[config.mk]
export PLATFORM = sky130hd
export DESIGN_NAME = pipe_stage_skid
export DESIGN_NICKNAME = d
export VERILOG_FILES = /design/src/rtl/pipe_stage_skid.sv
export SDC_FILE = /design/constraint.sdc
export NUM_CORES = 1
export LEC_CHECK = 0
export ABC_AREA = 1
export CAP_MARGIN = 20
export CORE_ASPECT_RATIO = 0.75
export CORE_MARGIN = 1.5
export CORE_UTILIZATION = 40
export CTS_CLUSTER_SIZE = 8
export DETAILED_ROUTE_END_ITERATION = 6
export PLACE_DENSITY = 0.66
export RECOVER_POWER = 50
export SYNTH_ARGS = -nofsm -noshare
export SYNTH_HDL_FRONTEND = slang
export SYNTH_SLANG_ARGS = --single-unit
export TNS_END_PERCENT = 5
[constraint.sdc]
create_clock -name clock -period 12.8 [get_ports clock]
set_clock_uncertainty 0.05 [all_clocks]
set_input_delay 3.84 -clock clock [delete_from_list [all_inputs] [get_ports clock]]
set_output_delay 3.84 -clock clock [all_outputs]
set_load 0.005 [all_outputs]
[src/rtl/pipe_stage_skid.sv]
// Elastic pipeline-stage register with a 2-entry skid buffer.
// Optional perf counters are enabled by defining PIPE_STAGE_PERF_EN.
module pipe_stage_skid #(
  parameter int CTRL_W = 4,
  parameter int DATA_W = 69,
  parameter int CNT_W  = 16
) (
  input  logic              clock,
  input  logic              rst,
  input  logic              flush,
  input  logic              in_valid,
  output logic              in_ready,
  input  logic [CTRL_W-1:0] in_ctrl,
  input  logic [DATA_W-1:0] in_data,
  output logic              out_valid,
  input  logic              out_ready,
  output logic [CTRL_W-1:0] out_ctrl,
  output logic [DATA_W-1:0] out_data,
  output logic [1:0]        occupancy
`ifdef PIPE_STAGE_PERF_EN
  ,
  output logic [CNT_W-1:0]  stall_cnt,
  output logic [CNT_W-1:0]  drop_cnt
`endif
);

  if (CTRL_W < 1 || DATA_W < 1 || CNT_W < 1) begin : g_bad_param
    $error("pipe_stage_skid: widths must be >= 1");
  end

  logic              main_valid;
  logic [CTRL_W-1:0] main_ctrl;
  logic [DATA_W-1:0] main_data;
  logic              skid_valid;
  logic [CTRL_W-1:0] skid_ctrl;
  logic [DATA_W-1:0] skid_data;
  logic              ready_q;
  logic              push;
  logic              pop;

  assign in_ready  = ready_q;
  assign out_valid = main_valid;
  assign out_ctrl  = main_valid ? main_ctrl : '0;
  assign out_data  = main_data;
  assign occupancy = {skid_valid, main_valid & ~skid_valid};
  assign push      = in_valid & ready_q;
  assign pop       = main_valid & out_ready;

  // Two-entry storage; MAIN feeds the outputs, SKID catches the in-flight entry.
  always_ff @(posedge clock or posedge rst) begin
    if (rst) begin
      main_valid <= 1'b0;
      main_ctrl  <= '0;
      main_data  <= '0;
      skid_valid <= 1'b0;
      skid_ctrl  <= '0;
      skid_data  <= '0;
      ready_q    <= 1'b1;
    end else if (flush) begin
      main_valid <= 1'b0;
      main_ctrl  <= '0;
      skid_valid <= 1'b0;
      skid_ctrl  <= '0;
      ready_q    <= 1'b1;
    end else begin
      unique case (1'b1)
        !main_valid: begin
          if (push) begin
            main_valid <= 1'b1;
            main_ctrl  <= in_ctrl;
            main_data  <= in_data;
          end
        end
        main_valid && !skid_valid: begin
          if (push && pop) begin
            main_ctrl <= in_ctrl;
            main_data <= in_data;
          end else if (push) begin
            skid_valid <= 1'b1;
            skid_ctrl  <= in_ctrl;
            skid_data  <= in_data;
            ready_q    <= 1'b0;
          end else if (pop) begin
            main_valid <= 1'b0;
            main_ctrl  <= '0;
          end
        end
        default: begin
          if (pop) begin
            main_ctrl  <= skid_ctrl;
            main_data  <= skid_data;
            skid_valid <= 1'b0;
            skid_ctrl  <= '0;
            ready_q    <= 1'b1;
          end
        end
      endcase
    end
  end

`ifdef PIPE_STAGE_PERF_EN
  logic [1:0]     drop_n;
  logic [CNT_W:0] drop_sum;

  // Entries killed by flush: held ones only, minus a head consumed that cycle.
  always_comb begin
    drop_n   = {1'b0, main_valid & ~out_ready} + {1'b0, skid_valid};
    drop_sum = {1'b0, drop_cnt} + (CNT_W + 1)'(drop_n);
  end

  // Saturating stall and drop counters; cleared by reset only.
  always_ff @(posedge clock or posedge rst) begin
    if (rst) begin
      stall_cnt <= '0;
      drop_cnt  <= '0;
    end else begin
      if (main_valid && !out_ready && !(&stall_cnt))
        stall_cnt <= stall_cnt + 1'b1;
      if (flush)
        drop_cnt <= drop_sum[CNT_W] ? '1 : drop_sum[CNT_W-1:0];
    end
  end
`endif

endmodule

After elaboration in Yosys (flattened, before gate mapping). Index checks and enable logic that the tools add are counted.

Register bits: 149. Input bits: 78. Output and inout bits: 77.

Equal/unequal tests: 10. Multiplexer cells: 33. Bitwise logic cells: 6. Reduce and logical (&&, ||, !) cells: 13.

Operator list (number): $mux W69 (4); $pmux W69 S2 (1); $mux W4 (10); $reduce_and A4 Y1 (5); $pmux W4 S2 (2); $ne A3 B3 Y1 const B (5); $mux W1 (13); $reduce_bool A3 Y1 (3); $ne A4 B3 Y1 const B (2); $pmux W1 S2 (3); $ne A4 B4 Y1 const B (1); $reduce_bool A4 Y1 (1); $and A1 B1 Y1 (3); $not A1 Y1 (3); $logic_and A1 B1 Y1 (2); $logic_not A1 Y1 (2); $ne A2 B1 Y1 const B (1); $ne A2 B2 Y1 const B (1).

Logic depth before layout (Yosys ltp). Gate-level depths: netlist of run 1.

Depth in word-level cells: 6. Gate-level depth with buffers: 9.

Least setup slack after synthesis of run 1. No wires, ideal clock.

Path type: in2reg. Start: in in_valid. End: reg skid_data[15]. Setup time: 0.124 ns. Arrival time: 4.591 ns. Setup slack: 8.035 ns. Cell stages on the path: 7. Path buffers: 2. Cell sequence: nand2_1 -> inv_1 -> nand2_2 -> nor2_4 -> buf_6 -> buf_2 -> a21oi_1.

Word-level cells in the longest chain between the ends: 4.

Ends and longest elaborated chain: start, declared (RTL line 11) `input logic in_valid,`; $and A1 B1 Y1 * (RTL line 46) `assign push = in_valid & ready_q;`; $logic_and A1 B1 Y1 (RTL line 75) `if (push && pop) begin`; $not A1 Y1 (no line); $reduce_and A4 Y1 (no line) *; end signal, assigned (RTL line 81) `skid_data <= in_data;`; end, declared (RTL line 36) `logic [DATA_W-1:0] skid_data;`.

Mark *: on every way between the ends. The rest lies on a longest branch, timed or not. A chain may end at the register's enable or synchronous reset.

Worst setup path in the final report of run 1.
Start: in out_ready. End: reg skid_data[63].

Word-level cells in the longest chain between the ends: 4.

Ends and longest elaborated chain: start, declared (RTL line 16) `input logic out_ready,`; $and A1 B1 Y1 (RTL line 47) `assign pop = main_valid & out_ready;`; $logic_and A1 B1 Y1 (RTL line 75); $not A1 Y1 (no line); $reduce_and A4 Y1 (no line).

No other way between the ends.

==> results of run 1 <==
==> critical path: cells and delay by family <==
| family | cells | cell delay (ps) |
|---|---|---|
| buffers and inverters | 2 | 1460 |
| AOI/OAI and AO/OA | 1 | 170 |
| and+or+nand+nor | 3 | 2300 |
==> per-stage QoR <==
step                      total power [mW]  utilization (%)  cells  hold slack (ps)  setup WS [ps]
after floorplan                      0.815                -    823              399           4900
after global placement               0.978             50.9   1145              416           6300
after detailed placement             0.987             50.9   1145              421           6180
after CTS                             1.51             54.6   1176              440           6630
after global routing                  1.56             54.6   1176              473           4630
final                                 1.46             54.6   1176              440           5140
==> cells by family (layout without fill, tap and decap cells) <==
group / count (synthesis) / count (layout) / share of synthesized area, %
compound gates: 210 / 210 / 15.8
buf+inv: 198 / 341 / 12.8
flops: 149 / 149 / 55.9
simple gates: 266 / 266 / 15.5
==> cells in the final DEF (no fill, tap or decap) <==
| master | instances |
|---|---|
| sky130_fd_sc_hd__a21oi_1 | 26 |
| sky130_fd_sc_hd__buf_4 | 4 |
| sky130_fd_sc_hd__bufinv_16 | 3 |
| sky130_fd_sc_hd__clkbuf_1 | 3 |
| sky130_fd_sc_hd__clkbuf_16 | 17 |
| sky130_fd_sc_hd__clkbuf_8 | 3 |
| sky130_fd_sc_hd__clkdlybuf4s50_1 | 80 |
| sky130_fd_sc_hd__clkinv_2 | 4 |
| sky130_fd_sc_hd__clkinv_4 | 1 |
| sky130_fd_sc_hd__clkinvlp_2 | 1 |
| sky130_fd_sc_hd__clkinvlp_4 | 1 |
| sky130_fd_sc_hd__dfrtp_1 | 148 |
| sky130_fd_sc_hd__dfstp_2 | 1 |
| sky130_fd_sc_hd__dlygate4sd3_1 | 74 |
| sky130_fd_sc_hd__inv_1 | 147 |
| sky130_fd_sc_hd__inv_2 | 3 |
| sky130_fd_sc_hd__nand2_1 | 226 |
| sky130_fd_sc_hd__nand2_2 | 2 |
| sky130_fd_sc_hd__nand3_1 | 6 |
| sky130_fd_sc_hd__nor2_1 | 30 |
| sky130_fd_sc_hd__nor2_4 | 1 |
| sky130_fd_sc_hd__nor3_4 | 1 |
| sky130_fd_sc_hd__o21ai_0 | 149 |
| sky130_fd_sc_hd__o21ai_1 | 35 |
==> sequential cells by signal (all words and copies together) (netlist names) <==
signal	flops
skid_valid	1
in_ready	1
main_ctrl	4
out_data	69
out_valid	1
skid_ctrl	4
skid_data	69
==> cell type report <==
| class | instances | area [sq um] |
|---|---|---|
| inverter | 151 | 568 |
| clock inverter | 9 | 126 |
| timing repair buffer | 159 | 1580 |
| tap | 210 | 263 |
| fill | 1520 | 7350 |
| sequential | 149 | 3730 |
| clock buffer | 22 | 474 |
| multi-input combinational | 476 | 2080 |
==> per-layer routing <==
metal / up-vias / global-route usage, %
li1: 2777 / -
met1: 2374 / 25.9
met2: 148 / 25.4
met3: 12 / 4.71
met4: 0 / 5.57
met5: - / 0
==> power groups by stage <==
stage | sequential, mW | combinational (mW) | clock, mW
global placement | 0.668 | 0.310 | 0
CTS | 0.664 | 0.319 | 0.523
finish | 0.661 | 0.291 | 0.508
global route | 0.677 | 0.337 | 0.543
floorplan | 0.665 | 0.150 | 0
detailed placement | 0.671 | 0.316 | 0
==> final timing paths <==
check,start,to,slack (ps),cells past startpoint
worst max register to register,out_valid$_DFFE_PP0P_,skid_data[63]$_DFFE_PP0P_,8550,6
max in group asynchronous,rst,skid_data[40]$_DFFE_PP0P_,5900,3
min in group asynchronous,rst,out_data[0]$_DFFE_PP0P_,4790,2
worst min register to register,main_ctrl[1]$_DFFE_PP0P_,main_ctrl[1]$_DFFE_PP0P_,440,2
worst max-delay path,out_ready,skid_data[63]$_DFFE_PP0P_,5140,6
worst min-delay path,main_ctrl[1]$_DFFE_PP0P_,main_ctrl[1]$_DFFE_PP0P_,440,2
==> results.json, run 1 <==
{
  "power.share.clock_pct": 34.8,
  "total_standard_cell_area_after_synthesis_sq_um": 6670,
  "place.gp.congestion": 0.822,
  "drt_iter0_drc": 351,
  "antenna_cells_inserted": 0,
  "detailroute.wirelength.met2_um": 5830,
  "cts_resized": 0,
  "timing.max_cap.violations": 3,
  "failing_checks": "capacitance limit, slew limit",
  "grt_first_pass_wirelength_um": 24500,
  "fraction_of_layout_cells_with_a_size_suffix_above_1_pct": 4.35,
  "top_level_ports": 155,
  "synth.top_cells.by_count": "sky130_fd_sc_hd__nand2_1, sky130_fd_sc_hd__dfrtp_1, sky130_fd_sc_hd__inv_1",
  "p_int_mw": 1.08,
  "place_hpwl_um": 9120,
  "routed_wire_length_per_instance_um": 12.1,
  "number_of_enable_flip_flop_cells_after_synthesis": 0,
  "htree_num_levels": 4,
  "synth_cell_types": 17,
  "syn_inst": 823,
  "setup_tns_ps": 0,
  "synth.area.top_cells": "sky130_fd_sc_hd__dfrtp_1, sky130_fd_sc_hd__nand2_1, sky130_fd_sc_hd__o21ai_0",
  "power.density_nw_per_um2": 166,
  "sw_frac_of_total_pct": 26.2,
  "post_cts_buffers": 0,
  "synth-seq-cells": 149,
  "crit_end_element": "flip-flop",
  "cp.required_ps": 13010,
  "detail-route-antenna-nets": 0,
  "top_layer_used": "met4",
  "post_synth.cell_area_avg_sq_um": 8.10,
  "via_count": 5311,
  "number_of_sinks_handled_by_clock_tree_synthesis": 149,
  "power.combinational.fraction_pct": 19.9,
  "route.met3.wl_um": 803,
  "timing.critical_path.mode_cell": "sky130_fd_sc_hd__nand2_1",
  "seqPwrFrac_pct": 45.3,
  "source_to_sink_clock_delay_at_the_later_pin_of_the_worst_skew_pair_ps": 410,
  "yosysMostFrequentCell": "sky130_fd_sc_hd__nand2_1",
  "setup-violations-final": 0,
  "placed_cell_areas_sq_um": 8230,
  "num-nets-final": 1032,
  "critical_path_arrival_ps": 7870,
  "drc": 0,
  "clock_tree.root_cell": "sky130_fd_sc_hd__clkbuf_16",
  "yosys_top_cell_by_area": "sky130_fd_sc_hd__dfrtp_1",
  "die_area_sq_um": 17500,
  "antenna_found_initial": 0,
  "grt_start_max_net_pins": 101,
  "max_vdd_drop_mv": 0.0713,
  "timing.critical_path.fanout_max": 94,
  "core_sq_um": 16200,
  "syn2layout_area_growth_pct": 32.3,
  "synth-seq-area-share_pct": 55.9,
  "holdBufCountCts": 0,
  "final.period_utilization_pct": 59.8,
  "max_slew_violation_count": 167,
  "path_clk_slew_ps": 60,
  "fin_crit_ps": 7660,
  "cts_buffers": 17,
  "cts_tree": "yes",
  "firstDrtPassIters": 5,
  "drt_wl_total_um": 14300,
  "number_of_hold_violations_in_the_final_report": 0,
  "final_global_route_overflow_total": 0,
  "die_height_um": 115,
  "port_buffers": 154,
  "critPathLaunchType": "input port",
  "tightest_slew_ps": 3290,
  "hold_class": "reg2reg",
  "syn_nets": 901,
  "synth_async_sr_flop_share_pct": 100,
  "critical-path-slowest-cell": "sky130_fd_sc_hd__nor2_1",
  "final_area_sq_um": 8820,
  "cts_buffer_depth": 2,
  "maxSlewHeadroom_pct": -120,
  "grt_pass1_vias": 4960,
  "post-synth-top-area-fraction_pct": 55.5,
  "average_via_count_per_standard_cell": 4.52,
  "yosysWarnings": 0,
  "setup_repair_after_global_routing_missed_its_margin": "no",
  "total_switching_power_mw": 0.382,
  "maxClockFrequency_ghz": 0.131,
  "critical_path_class": "in2reg",
  "cp_cell_sequence": "dlygate4sd3_1 > nand2_1 > nand2_1 > nor2_1 > buf_4 > o21ai_0",
  "dominantRegCellSynth": "sky130_fd_sc_hd__dfrtp_1",
  "placementRows": 40,
  "gr_util_all_layers_pct": 17.6,
  "status": "finished with violations",
  "start_util_pct": 41.2,
  "p_leak_nw": 4.26,
  "crit_path_max_incr_delay_ps": 2100,
  "routedLengthMet1_um": 7530,
  "die_w_um": 152
}
No activity file was read; power rests on OpenSTA's default activity.
==> run 2: changes to the inputs <==
clock period = 8 ns   (was 12.8 ns; I/O delays follow)
==> run 2 against run 1 <==
Compared with the run above:
- the run still ends with capacitance limit, slew limit left
- sequential share of layout area fell by 0.078 points
- wire length rose by 2.2%
- global-route usage fell by 0.21 points
- hold slack improved by 6.1 ps
- sequential cell count did not move
- cell area rose by 0.18%
- critical path depth rose by 2
- cell count rose by 0.34%
- total power rose by 62%
- clock power rose by 58%
- largest cell class unchanged
- non-clock buffer count rose by 2
- largest power group unchanged
- critical endpoint is now skid_data[18]$_DFFE_PP0P_
- via count rose by 1.7%
==> results.json, run 2 (same netlist as run 1, synthesis figures left out) <==
{
  "top_level_ports": 155,
  "drt_wl_total_um": 14600,
  "cts_tree": "yes",
  "p_int_mw": 1.75,
  "fin_crit_ps": 5660,
  "setup_repair_after_global_routing_missed_its_margin": "no",
  "power.combinational.fraction_pct": 21.0,
  "sw_frac_of_total_pct": 26.1,
  "source_to_sink_clock_delay_at_the_later_pin_of_the_worst_skew_pair_ps": 400,
  "seqPwrFrac_pct": 45.0,
  "critical_path_buf_inv_count": 4,
  "cp_top_family": "buffers and inverters",
  "place_hpwl_um": 9270,
  "holdBufCountCts": 0,
  "layout.area.seq_sq_um": 3730,
  "grt_start_max_net_pins": 115,
  "maxSlewHeadroom_pct": -54.0,
  "r2r_start": "out_valid$_DFFE_PP0P_",
  "die_height_um": 115,
  "power.density_nw_per_um2": 267,
  "final.period_utilization_pct": 70.8,
  "min-delay-start": "main_ctrl[2]$_DFFE_PP0P_",
  "fillerInstances": 1526,
  "path_clk_slew_ps": 60,
  "hold_class": "reg2reg",
  "detail-route-antenna-nets": 0,
  "drc": 0,
  "final_global_route_overflow_total": 0,
  "via_count": 5402,
  "cts_resized": 0,
  "failing_checks": "capacitance limit, slew limit",
  "cts_buffer_depth": 2,
  "start_util_pct": 41.2,
  "setup.worst_path.start": "flush",
  "timing.critical_path.fanout_max": 98,
  "setup-violations-final": 0,
  "tightest_slew_ps": 2310,
  "maxClockFrequency_ghz": 0.177,
  "total_switching_power_mw": 0.617,
  "crit_end_element": "flip-flop",
  "status": "finished with violations",
  "die_area_sq_um": 17500,
  "drt_iter0_drc": 330,
  "number_of_hold_violations_in_the_final_report": 0,
  "max_vdd_drop_mv": 0.149,
  "place.gp.congestion": 0.790,
  "syn2layout_area_growth_pct": 32.5,
  "firstDrtPassIters": 5,
  "commonest_non_fill_non_tap_cell_in_the_layout": "sky130_fd_sc_hd__nand2_1",
  "placed_cell_areas_sq_um": 8240,
  "placementRows": 40,
  "grt_first_pass_wirelength_um": 24200,
  "number_of_sinks_handled_by_clock_tree_synthesis": 149,
  "critical_path_arrival_ps": 5930,
  "grt_pass1_vias": 4868,
  "antenna_found_initial": 1,
  "routed_wire_length_per_instance_um": 12.4,
  "critical_path_class": "in2reg",
  "p_leak_nw": 4.19,
  "setup_tns_ps": 0,
  "crit_path_max_incr_delay_ps": 1320,
  "htree_num_levels": 4,
  "timing.max_cap.violations": 2,
  "num-nets-final": 1034,
  "fraction_of_layout_cells_with_a_size_suffix_above_1_pct": 4.54,
  "power.share.clock_pct": 34.0,
  "max_slew_violation_count": 143,
  "final_cell_mix": "sky130_fd_sc_hd__nand2_1, sky130_fd_sc_hd__dfrtp_1, sky130_fd_sc_hd__inv_1",
  "port_buffers": 154,
  "die_w_um": 152,
  "average_via_count_per_standard_cell": 4.58,
  "core_sq_um": 16200,
  "cp_cell_sequence": "dlygate4sd3_1 > inv_1 > nand2_1 > nor2_4 > clkbuf_1 > buf_4 > nor2_1 > a21oi_1",
  "multi_input_gate_area_in_the_final_layout_sq_um": 2090,
  "cp.required_ps": 8270,
  "cts_buffers": 17,
  "critPathLaunchType": "input port",
  "gr_util_all_layers_pct": 17.4,
  "clock_tree.root_cell": "sky130_fd_sc_hd__clkbuf_16",
  "post_cts_buffers": 0,
  "critical-path-slowest-cell": "sky130_fd_sc_hd__clkbuf_1",
  "final_area_sq_um": 8830
}
[run 2: cell type report]
class	count	area share (%)
multi-input combinational	476	23.7
sequential	149	42.2
inverter	151	6.43
timing repair buffer	161	18.0
clock buffer	23	5.30
antenna	1	0.0283
clock inverter	9	1.43
tap	210	2.97
[run 2: worst paths after layout]
check	endpoint	slack, ps	cells past startpoint
setup / recovery	skid_data[18]$_DFFE_PP0P_	2340	8
max in group asynchronous	skid_data[44]$_DFFE_PP0P_	2580	4
setup reg to reg	skid_data[18]$_DFFE_PP0P_	4370	8
hold reg to reg	main_ctrl[2]$_DFFE_PP0P_	450	2
min in group asynchronous	out_data[11]$_DFFE_PP0P_	2500	2
hold / removal	main_ctrl[2]$_DFFE_PP0P_	450	2
[run 2: tightest hold or removal path: cells and delay by family, from the launching register on]
family / cells / cell delay [ps]
flip-flops: 1 / 350
AND/OR/NAND/NOR: 2 / 120
[run 2: routing by layer]
layer | global-route usage, % | part of all wire, % | up-vias
li1 | - | - | 2783
met2 | 24.3 | 41 | 147
met3 | 6.03 | 7.0 | 7
met5 | 0 | 0 | -
met4 | 4.66 | 0.52 | 0
met1 | 25.6 | 52 | 2465
[run 2: metrics by stage]
step	power, mW	util (%)	cells	worst slack, ps	hold slack (ps)
2_1_floorplan	1.30	-	823	1540	399
3_3_place_gp	1.57	51.0	1146	3190	419
3_5_place_dp	1.58	51.0	1146	3130	424
4_1_cts	2.40	54.7	1178	3510	448
5_1_grt	2.52	54.6	1179	1940	475
6_report	2.36	54.7	1180	2340	446
[run 2: power by group through the flow]
stage / clock network, mW / registers, mW / logic (mW)
2_1_floorplan: 0 / 1.06 / 0.241
3_3_place_gp: 0 / 1.07 / 0.496
3_5_place_dp: 0 / 1.07 / 0.505
4_1_cts: 0.823 / 1.06 / 0.511
5_1_grt: 0.862 / 1.09 / 0.567
6_report: 0.803 / 1.06 / 0.497
==> run 3: changes to the inputs <==
PLACE_DENSITY = 0.69   (was 0.66)
clock period = 4.88 ns   (was 8 ns; I/O delays follow)
==> run 3 against run 2 <==
Compared with the run above:
- the run still ends with capacitance limit, slew limit left
- hold slack improved by 5.0 ps
- combinational power rose by 64%
- cell count hardly changed
- total power grew 63%
- sequential cell count unchanged
- count of clock-buffer cells in the layout fell by 2
- core utilization up 0.15 points
- critical endpoint is now out_data[60]$_DFFE_PP0P_
- critical path depth is 5 lower
- wire length down 0.92%
- global-route usage up 0.56 points
==> results.json, run 3 (same netlist as run 1, synthesis figures left out) <==
{
  "status": "finished with violations",
  "failing_checks": "capacitance limit, slew limit",
  "place_hpwl_um": 9270,
  "grt_start_max_net_pins": 150,
  "gr_util_all_layers_pct": 18.0,
  "die_w_um": 152,
  "tightest_slew_ps": 2040,
  "drc": 0,
  "critical-path-slowest-cell": "sky130_fd_sc_hd__clkbuf_4",
  "worst_flop_to_flop_path_endpoint": "out_data[7]$_DFFE_PP0P_",
  "fin_crit_ps": 3630,
  "crit_end_element": "async pin",
  "clock_tree.root_cell": "sky130_fd_sc_hd__clkbuf_16",
  "port_buffers": 154,
  "placement.setup.worst_slack_ps": 1350,
  "holdBufCountCts": 0,
  "num-nets-final": 1034,
  "power.density_nw_per_um2": 434,
  "die_area_sq_um": 17500,
  "maxClockFrequency_ghz": 0.275,
  "min_path_cells": 2,
  "grt_pass1_vias": 5181,
  "average_via_count_per_standard_cell": 4.57,
  "number_of_sinks_handled_by_clock_tree_synthesis": 149,
  "min-delay-start": "skid_ctrl[2]$_DFFE_PP0P_",
  "placementRows": 40,
  "htree_num_levels": 4,
  "path_clk_slew_ps": 60,
  "cp_cell_sequence": "dlygate4sd3_1 > clkinvlp_4 > clkbuf_4",
  "via_count": 5385,
  "finalCoreUtilization_pct": 54.8,
  "fin_hold_ws_ps": 451,
  "grt_first_pass_wirelength_um": 25100,
  "timing.critical_path.fanout_max": 149,
  "drt_iter0_drc": 289,
  "antenna_cells_inserted": 0,
  "commonest_non_fill_non_tap_cell_in_the_layout": "sky130_fd_sc_hd__nand2_1",
  "final_cell_mix": "sky130_fd_sc_hd__nand2_1, sky130_fd_sc_hd__clkdlybuf4s50_1, sky130_fd_sc_hd__dfrtp_1",
  "timing.max_cap.violations": 1,
  "top_level_ports": 155,
  "worst_r2r_path_depth": 6,
  "final_global_route_overflow_total": 0,
  "detail-route-antenna-nets": 0,
  "antenna_found_initial": 1,
  "number_of_hold_violations_in_the_final_report": 0,
  "fraction_of_layout_cells_with_a_size_suffix_above_1_pct": 4.85,
  "max_slew_violation_count": 150,
  "firstDrtPassIters": 5,
  "r2r_start": "out_valid$_DFFE_PP0P_",
  "setup-violations-final": 0,
  "syn2layout_area_growth_pct": 32.9,
  "post_cts_buffers": 0,
  "source_to_sink_clock_delay_at_the_later_pin_of_the_worst_skew_pair_ps": 420,
  "crit_path_max_incr_delay_ps": 1440,
  "cts_tree": "yes",
  "max_vdd_drop_mv": 0.208,
  "hold_path_end": "skid_ctrl[2]$_DFFE_PP0P_",
  "setup_tns_ps": 0,
  "cts_resized": 0,
  "maxSlewHeadroom_pct": -35.9,
  "ff2ff_setup_slack_ps": 2460,
  "die_height_um": 115,
  "final.period_utilization_pct": 74.4,
  "cp_top_family": "buffers and inverters",
  "critPathLaunchType": "input port",
  "drt_wl_total_um": 14500,
  "core_sq_um": 16200,
  "cp.required_ps": 4940,
  "cts_buffer_depth": 2,
  "start_util_pct": 41.2,
  "critical_path_arrival_ps": 3690,
  "critical_path_class": "in2async",
  "routed_wire_length_per_instance_um": 12.3,
  "critical_path_buf_inv_count": 3,
  "post_layout_nonfiller_instances": 1179,
  "dpl.cell_count": 1147,
  "p_leak_nw": 4.17,
  "place.gp.congestion": 0.783,
  "setup_repair_after_global_routing_missed_its_margin": "no",
  "hold_class": "reg2reg",
  "post-route-worst-setup-slack_ps": 1250,
  "cts_buffers": 17
}
[run 3: cell count changes in the layout (fill, tap and decap cells not counted), moves of 2 or more]
cell,change
sky130_fd_sc_hd__clkinvlp_4,+6
sky130_fd_sc_hd__o21ai_0,+9
sky130_fd_sc_hd__dlygate4sd3_1,-6
sky130_fd_sc_hd__clkbuf_1,-3
sky130_fd_sc_hd__o21ai_1,-9
sky130_fd_sc_hd__clkdlybuf4s50_1,+6
sky130_fd_sc_hd__clkinv_2,-3
sky130_fd_sc_hd__buf_12,+2
[run 3: area by class of cell]
cell class	instances	area, sq um
fillers	1477	7310
flip-flops and latches	149	3730
clock buffers	21	460
repair buffers	161	1620
well taps	210	263
clock inverters	11	128
multi-input cells	476	2090
inverters	151	571
[run 3: how the worst max path moves through the flow]
| stage | from | to | slack [ps] | cells past startpoint |
|---|---|---|---|---|
| global placement | flush | skid_data[3]$_DFFE_PP0P_ | 1360 | 7 |
| floorplan | rst | main_ctrl[0]$_DFFE_PP0P_ | 1490 | 1 |
| CTS | out_valid$_DFFE_PP0P_ | occupancy[0] | 1650 | 3 |
| global route | rst | skid_data[9]$_DFFE_PP0P_ | 860 | 3 |
| detailed placement | flush | skid_data[8]$_DFFE_PP0P_ | 1350 | 7 |
| finish | rst | out_data[60]$_DFFE_PP0P_ | 1250 | 3 |
[run 3: worst register-to-register path, stage by stage, from the launching register on]
cell and delay [ps]:
sky130_fd_sc_hd__dfrtp_1 490, sky130_fd_sc_hd__nand2_2 110, sky130_fd_sc_hd__buf_4 620, sky130_fd_sc_hd__inv_2 530, sky130_fd_sc_hd__o21ai_0 340, sky130_fd_sc_hd__nand2_1 80, sky130_fd_sc_hd__o21ai_1 110
[run 3: layer usage]
layer	wire [um]	GRT usage (%)	up-vias
met3	859	5.47	15
li1	-	-	2782
met2	5970	26.0	158
met5	16	0	-
met1	7500	25.9	2428
met4	110	5.63	2
[run 3: stage by stage]
| step | power [mW] | area [sq um] |
|---|---|---|
| after CTS | 3.91 | 8870 |
| after floorplan | 2.14 | 6670 |
| after global placement | 2.57 | 8280 |
| after detailed placement | 2.59 | 8280 |
| final | 3.85 | 8860 |
| after global routing | 4.10 | 8860 |
[run 3: power breakdown]
part           total [mW]  internal (mW)  switching [mW]  leakage [nW]
clock network        1.29          0.780           0.509         0.268
logic               0.816          0.449           0.367          2.10
registers            1.74           1.59           0.154          1.81
